`src/rtl/fpga_top.sv`:
```
// fpga_top: a small FPGA fabric built from a 66-bit serial configuration chain,
// two 4-input LUT cells (each with an optional output flip-flop), and four
// output pads that each pick a constant or a cell output.
//
// Configuration chain layout (cell base B = 29*k, k = 0..1):
//   cfg[B+15:B]    LUT truth table
//   cfg[B+18:B+16] sel0, cfg[B+21:B+19] sel1, cfg[B+24:B+22] sel2, cfg[B+27:B+25] sel3
//   cfg[B+28]      registered mode
//   cfg[59+2j:58+2j] output pad j select: 00 -> 0, 01 -> cell0, 10 -> cell1, 11 -> 1
//
// Ports:
//   clk          rising-edge clock for the chain and the cell flip-flops
//   global_reset asynchronous active-high reset
//   prog_en      configuration shift enable (forces pad_out to 0 while high)
//   ccff_head    serial configuration input
//   ccff_tail    serial configuration output (cfg[65])
//   pad_in[7:0]  user input pads
//   pad_out[3:0] user output pads
//   cfg_lock     only with FPGA_CFG_LOCK_EN defined; when high, prog_en is ignored
//
// Optional feature macro: FPGA_CFG_LOCK_EN
module fpga_top (
  input  logic       clk,
  input  logic       global_reset,
  input  logic       prog_en,
  input  logic       ccff_head,
`ifdef FPGA_CFG_LOCK_EN
  input  logic       cfg_lock,
`endif
  output logic       ccff_tail,
  input  logic [7:0] pad_in,
  output logic [3:0] pad_out
);

  localparam int CFG_BITS = 66;

  logic [CFG_BITS-1:0] cfg;
  logic [1:0]          lut;
  logic [1:0]          cell_q;
  logic [1:0]          cell_out;
  logic                prog;

`ifdef FPGA_CFG_LOCK_EN
  assign prog = prog_en & ~cfg_lock;
`else
  assign prog = prog_en;
`endif

  always_ff @(posedge clk or posedge global_reset) begin
    if (global_reset) begin
      cfg <= '0;
    end else if (prog) begin
      cfg <= {cfg[CFG_BITS-2:0], ccff_head};
    end
  end

  // The tail is taken straight from the last chain flop.
  assign ccff_tail = cfg[CFG_BITS-1];

  for (genvar k = 0; k < 2; k++) begin : g_cell
    localparam int B = 29 * k;
    logic [15:0] truth;
    logic [3:0]  idx;
    assign truth = cfg[B+15:B];
    // i0 is the LSB of the truth table index.
    assign idx = {pad_in[cfg[B+27:B+25]], pad_in[cfg[B+24:B+22]],
                  pad_in[cfg[B+21:B+19]], pad_in[cfg[B+18:B+16]]};
    assign lut[k]      = truth[idx];
    assign cell_out[k] = cfg[B+28] ? cell_q[k] : lut[k];
  end

  // Cell flops are cleared while programming so a fresh configuration
  // never starts with stale registered values.
  always_ff @(posedge clk or posedge global_reset) begin
    if (global_reset) begin
      cell_q <= '0;
    end else if (prog) begin
      cell_q <= '0;
    end else begin
      cell_q <= lut;
    end
  end

  always_comb begin
    pad_out = '0;
    if (!prog) begin
      for (int j = 0; j < 4; j++) begin
        case (cfg[58+2*j +: 2])
          2'b00:   pad_out[j] = 1'b0;
          2'b01:   pad_out[j] = cell_out[0];
          2'b10:   pad_out[j] = cell_out[1];
          default: pad_out[j] = 1'b1;
        endcase
      end
    end
  end

endmodule

```
`config.mk`:
```
export PLATFORM = sky130hd
export DESIGN_NAME = fpga_top
export DESIGN_NICKNAME = d
export VERILOG_FILES = /design/src/rtl/fpga_top.sv
export SDC_FILE = /design/constraint.sdc
export NUM_CORES = 1
export LEC_CHECK = 0
export CORE_MARGIN = 10
export CORE_UTILIZATION = 45
export DETAILED_ROUTE_END_ITERATION = 8
export HOLD_SLACK_MARGIN = 0.08
export PLACE_DENSITY = 0.68
export SETUP_SLACK_MARGIN = 0.2
export SYNTH_ARGS = -nofsm -noshare
export SYNTH_HDL_FRONTEND = slang
export SYNTH_SLANG_ARGS = --single-unit
```
`constraint.sdc`:
```
create_clock -name clk -period 6.98 [get_ports clk]
set_clock_uncertainty 0.2 [all_clocks]
set_input_delay 1.396 -clock clk [delete_from_list [all_inputs] [get_ports clk]]
set_output_delay 1.396 -clock clk [all_outputs]
set_load 0.02 [all_outputs]
```
==> results.sh, run 1 <==
export IMPL_status="finished clean"
export IMPL_root_buffer="clkbuf_8"
export IMPL_grt_pass1_wl_um=10200
export IMPL_grt_pass1_vias=2030
export IMPL_layout_drive_gt1_share_pct=39.2
export IMPL_fmax_mhz=156
export IMPL_nFillCells=645
export IMPL_grtUsageTotal_pct=11.0
export IMPL_viasPerCell=5.53
export IMPL_seq_area_frac_synth_pct=50.1
export IMPL_dp_cells=343
export IMPL_fp_coreArea_um2=7290
export IMPL_numCtsBuffers=9
export IMPL_final_cells=359
export IMPL_synth_edf_count=0
export IMPL_die_area_um2=11400
export IMPL_setup_viol_count_final=0
export IMPL_final_max_slew_viol_count=0
export IMPL_gp_congestion=0.707
export IMPL_io_pins=17
export IMPL_first_pass_iters=5
export IMPL_die_w_um=107
export IMPL_min_period_ns=6.41
export IMPL_yosys_area_top_type_share_pct=50.1
export IMPL_clock_sinks=68
export IMPL_netlist_instances=235
export IMPL_place_hpwl_um=3970
export IMPL_relSlewSlack_pct=43.6
export IMPL_synthFlopType="dfrtp_1"
export IMPL_drt_wl_total_um=5950
export IMPL_syn_area_um2=3400
export IMPL_endpoint_kind="primary output"
export IMPL_tns_ns=0
export IMPL_hold_slack_ns=0.321
export IMPL_row_count=31
export IMPL_synth_cell_types=21
export IMPL_antenna_found_initial=0
export IMPL_hold_violations=0
export IMPL_startpoint_type="input port"
export IMPL_cts_hold_buf=0
export IMPL_ctsResizeCount=0
export IMPL_nets=267
export IMPL_crit_fanout=8
export IMPL_avgSynthCellArea_um2=14.5
export IMPL_cts_setup_buffers=0
export IMPL_path_class="input port to primary output"
export IMPL_hold_class="flip-flop to flip-flop"
export IMPL_areaGrowthSynthToFinish_pct=15.0
export IMPL_rrSetupSlack_ns=4.54
export IMPL_route_vias_total=1985
export IMPL_grt_overflow=0
export IMPL_worstMarginPinSlew_ns=0.846
export IMPL_p_per_area_nw_per_um2=357
export IMPL_r2r_start="cfg[18]"
export IMPL_worstReg2RegEnd="cell_q[0]"
export IMPL_r2r_cells=6
export IMPL_ys_ff_latch=68
export IMPL_hold_depth=1
export IMPL_synthMostInstantiatedCell="dfrtp_1"
export IMPL_yosys_area_top_type="dfrtp_1"
export IMPL_htreeDepth=3
export IMPL_rsz0062_at_grt="false"
export IMPL_cap_violations=0
export IMPL_synth_commonest_cells="dfrtp_1 (68), mux2_2 (65), mux2i_1 (22)"
export IMPL_yosysWarnings=0
export IMPL_cts_path_max_buffers=2
export IMPL_cp_arrival_ns=4.81
export IMPL_antennaDiodeCount=0
export IMPL_clock_latency_ns=0.34
export IMPL_portBuffers=16
export IMPL_grt_max_degree=69
export IMPL_crit_required_ns=5.38
export IMPL_ir_drop_mv=0.211
export IMPL_async_reset_ff_share_pct=100
export IMPL_clk_pin_slew_worst_paths_ns=0.07
export IMPL_start_util_pct=46.6
export IMPL_timing_final_crit_share_pct=91.8
export IMPL_p_leak_nw=1.72
export IMPL_syn_num_nets=247
export IMPL_ant_nets=0
export IMPL_hold_start="cfg[27]"
export IMPL_synthTopCellsByArea="dfrtp_1 (50%), mux2_2 (22%), mux4_2 (9.3%)"
export IMPL_drt_iter0_drc=70
export IMPL_die_h_um=107
export IMPL_wl_per_cell_um=16.6
export IMPL_cts_tree="built"
export IMPL_drc=0
export IMPL_final_util_pct=53.6
export IMPL_hold_path_end="cfg[28]"
state kept, by name, summed over array words and instances, names as in the netlist:
register / flops
cfg: 66
cell_q: 2
through the flow:
stage | cell area, µm² | setup WS (ns) | total power (W)
6_report | 3910 | 0.571 | 0.00140
5_1_grt | 3910 | 0.415 | 0.00148
4_1_cts | 3910 | 0.601 | 0.00141
3_5_place_dp | 3660 | 0.600 | 0.00100
3_3_place_gp | 3660 | 0.598 | 0.000996
2_1_floorplan | 3400 | 1.75 | 0.000908
cell usage in the layout, fill, tap and decap left out, drive strengths merged:
cell type / netlist / final
buf: 5 / 3
mux4: 16 / 16
nor3: 1 / 1
dfrtp: 68 / 68
clkinv: 0 / 2
o21ai: 5 / 5
inv: 6 / 6
a22oi: 8 / 8
nor2: 8 / 8
o21bai: 4 / 4
a21boi: 1 / 1
a211oi: 1 / 1
nand2: 7 / 7
o31a: 1 / 1
clkdlybuf4s50: 0 / 15
bufinv: 0 / 3
a21oi: 6 / 6
clkbuf: 4 / 10
mux2: 65 / 65
mux2i: 24 / 24
a211o: 1 / 1
clkinvlp: 0 / 1
a221oi: 4 / 4
metal layers:
metal,global-route usage (%),up-vias,share of wire (%)
li1,-,942,-
met1,14.7,996,50
met2,15.6,39,43
met3,4.13,8,4.8
met4,4.64,0,1.7
met5,0,-,0
final cells by class:
type	instances	area, µm²	area share (%)
clock inverters	6	111	2.85
well taps	99	124	3.17
multi-input cells	152	1640	42.0
inverters	6	22.5	0.576
clock buffers	10	138	3.52
flip-flops and latches	68	1700	43.5
repair buffers	18	170	4.35
power by group:
group / internal [W] / switching (W) / leakage (nW) / total (W)
Clock: 0.000247 / 0.000151 / 0.122 / 0.000398
Sequential: 0.000485 / 0.0000939 / 0.896 / 0.000579
Combinational: 0.000240 / 0.000178 / 0.701 / 0.000418
worst max-delay path, cell delays in order:
cell,delay (ns)
clkdlybuf4s50_1,0.57
mux4_1,0.63
mux2i_4,0.41
mux2i_1,0.15
a22oi_1,0.19
a21oi_1,0.12
o31a_2,0.38
a221oi_1,0.31
clkdlybuf4s50_1,0.66
cells by family after synthesis:
logic type / Yosys count / synth area share (%)
simple gates: 16 / 1.80
compound gates: 31 / 6.30
buf+inv: 15 / 1.66
mux: 105 / 40.2
flops: 68 / 50.1
worst max path at each step:
stage	cells past startpoint	end	slack (ns)	from
4_1_cts	9	pad_out[0]	0.60	pad_in[4]
3_5_place_dp	9	pad_out[0]	0.60	pad_in[4]
5_1_grt	9	pad_out[1]	0.41	pad_in[4]
3_3_place_gp	9	pad_out[0]	0.60	pad_in[4]
6_report	9	pad_out[0]	0.57	pad_in[4]
2_1_floorplan	7	pad_out[0]	1.75	pad_in[4]
Note: power is estimated with default switching activity, not from simulation.
==> run 2: changes to the inputs <==
--- a/config.mk
+++ b/config.mk
@@ -10,6 +10,7 @@
 export DETAILED_ROUTE_END_ITERATION = 8
 export HOLD_SLACK_MARGIN = 0.08
 export PLACE_DENSITY = 0.68
+export REMOVE_ABC_BUFFERS = 1
 export SETUP_SLACK_MARGIN = 0.2
 export SYNTH_ARGS = -nofsm -noshare
 export SYNTH_HDL_FRONTEND = slang
==> run 2 against run 1 <==
Against the previous run:
- worst setup slack gained 0.045 ns
- sequential share of layout area increased by 0.59 points
- largest power group unchanged
- sequential power barely moved
==> results.sh, run 2 (synthesis gave the netlist of run 1 again) <==
export IMPL_antennaDiodeCount=0
export IMPL_final_cells=359
export IMPL_min_period_ns=6.36
export IMPL_relSlewSlack_pct=43.6
export IMPL_gp_congestion=0.782
export IMPL_grt_max_degree=69
export IMPL_path_class="input port to primary output"
export IMPL_start_util_pct=46.6
export IMPL_layout_common_cells="dfrtp_1 (68), mux2_2 (65), mux2i_1 (22), clkdlybuf4s50_1 (15), mux4_2 (14)"
export IMPL_largest_registers="cfg x66, cell_q x2"
export IMPL_cts_path_max_buffers=2
export IMPL_layout_drive_gt1_share_pct=39.2
export IMPL_grt_overflow=0
export IMPL_fmax_mhz=157
export IMPL_viasPerCell=5.64
export IMPL_p_seq_share_pct=44.2
export IMPL_ir_drop_mv=0.168
export IMPL_nFillCells=655
export IMPL_htreeDepth=3
export IMPL_clk_pin_slew_worst_paths_ns=0.08
export IMPL_multi_input_area_um2=1640
export IMPL_nets=267
export IMPL_crit_top_cell="clkdlybuf4s50_1"
export IMPL_die_area_um2=11400
export IMPL_setup_viol_count_final=0
export IMPL_crit_chain="clkdlybuf4s50_1, mux4_1, mux2i_4, mux2i_1, a22oi_1, a21oi_1, o31a_2, a221oi_1, clkdlybuf4s50_1"
export IMPL_tns_ns=0
export IMPL_worst_slack_ns=0.616
export IMPL_cpLargestDelayFamily="buffers and inverters"
export IMPL_die_h_um=107
export IMPL_root_buffer="clkbuf_8"
export IMPL_grt_pass1_vias=2070
export IMPL_hold_class="flip-flop to flip-flop"
export IMPL_cts_setup_buffers=0
export IMPL_io_pins=17
export IMPL_cts_hold_buf=0
export IMPL_worst_path_largest_cell_delay_ns=0.67
export IMPL_place_ws_ns=0.610
export IMPL_ctsResizeCount=0
export IMPL_ant_nets=0
export IMPL_final_max_slew_viol_count=0
export IMPL_hold_violations=0
export IMPL_fp_coreArea_um2=7290
export IMPL_status="finished clean"
export IMPL_row_count=31
export IMPL_drc=0
export IMPL_p_per_area_nw_per_um2=340
export IMPL_largest_register_ffs=66
export IMPL_regArea_um2=1700
export IMPL_cts_tree="built"
export IMPL_sw_frac_of_total_pct=32.5
export IMPL_slowest_stage="clkdlybuf4s50_1"
export IMPL_crit_required_ns=5.38
export IMPL_crit_fanout=8
export IMPL_largest_register="cfg"
export IMPL_place_hpwl_um=3990
export IMPL_die_w_um=107
export IMPL_antenna_found_initial=0
export IMPL_endpoint_kind="primary output"
export IMPL_dp_cells=343
export IMPL_clkPwrFrac_pct=23.8
export IMPL_numCtsBuffers=9
export IMPL_areaGrowthSynthToFinish_pct=13.4
export IMPL_route_vias_total=2026
export IMPL_portBuffers=16
export IMPL_drt_wl_total_um=5960
export IMPL_cp_arrival_ns=4.77
export IMPL_first_pass_iters=4
export IMPL_wl_per_cell_um=16.6
export IMPL_rsz0062_at_grt="false"
export IMPL_path_buf_inv=2
export IMPL_p_leak_nw=1.69
export IMPL_grt_pass1_wl_um=10300
export IMPL_clock_latency_ns=0.34
export IMPL_p_switching_w=0.000425
export IMPL_timing_final_crit_share_pct=91.2
export IMPL_startpoint_type="input port"
export IMPL_worstMarginPinSlew_ns=0.846
export IMPL_grtUsageTotal_pct=11.1
export IMPL_pwr_share_comb_pct=31.9
export IMPL_mostFrequentLayoutCell="dfrtp_1"
export IMPL_power_w=0.00131
export IMPL_drt_iter0_drc=71
export IMPL_clock_sinks=68
export IMPL_p_int_w=0.000884
export IMPL_cap_violations=0
[run 2: worst paths after layout]
| path | from | endpoint | slack [ns] | cells past startpoint |
|---|---|---|---|---|
| setup reg to reg | cfg[18] | cell_q[0] | 4.55 | 6 |
| min in group asynchronous | global_reset | cfg[61] | 1.42 | 3 |
| hold reg to reg | cfg[33] | cfg[34] | 0.33 | 1 |
| hold / removal | cfg[33] | cfg[34] | 0.33 | 1 |
| setup / recovery | pad_in[4] | pad_out[0] | 0.62 | 9 |
| max in group asynchronous | global_reset | cfg[45] | 4.60 | 3 |
[run 2: stage by stage]
step                      utilization [%]  cell area [µm²]  hold WS [ns]
after global placement               50.2             3660         0.300
after floorplan                         -             3360         0.279
final                                52.9             3850         0.334
after detailed placement             50.2             3660         0.310
after global routing                 52.9             3850         0.357
after CTS                            52.9             3850         0.334
[run 2: cell type report]
cell class	count	share of cell area, %
clock buffer	12	4.28
clock inverter	4	0.811
inverter	6	0.584
multi-input combinational	152	42.6
sequential	68	44.1
tap	99	3.21
timing repair buffer	18	4.41
[run 2: layer usage]
layer | share of wire, % | vias up | GRT usage [%]
li1 | - | 938 | -
met1 | 48 | 1038 | 14.9
met2 | 46 | 44 | 16.3
met3 | 5.2 | 6 | 3.71
met4 | 0.91 | 0 | 3.77
met5 | 0 | - | 0
[run 2: power groups by stage]
stage / logic [W] / clock network [W] / registers (W)
final: 0.000418 / 0.000312 / 0.000579
after detailed placement: 0.000418 / 0 / 0.000587
after global routing: 0.000454 / 0.000343 / 0.000598
after CTS: 0.000421 / 0.000324 / 0.000581
after floorplan: 0.000343 / 0 / 0.000558
after global placement: 0.000409 / 0 / 0.000586
[run 2: worst register-to-register path, cell delays in order, from the launching register on]
cell and delay, ns:
dfrtp_1 0.43, mux4_1 0.62, mux2i_4 0.40, mux2i_1 0.26, a22oi_1 0.11, a21boi_1 0.21
nor3_1 0.07
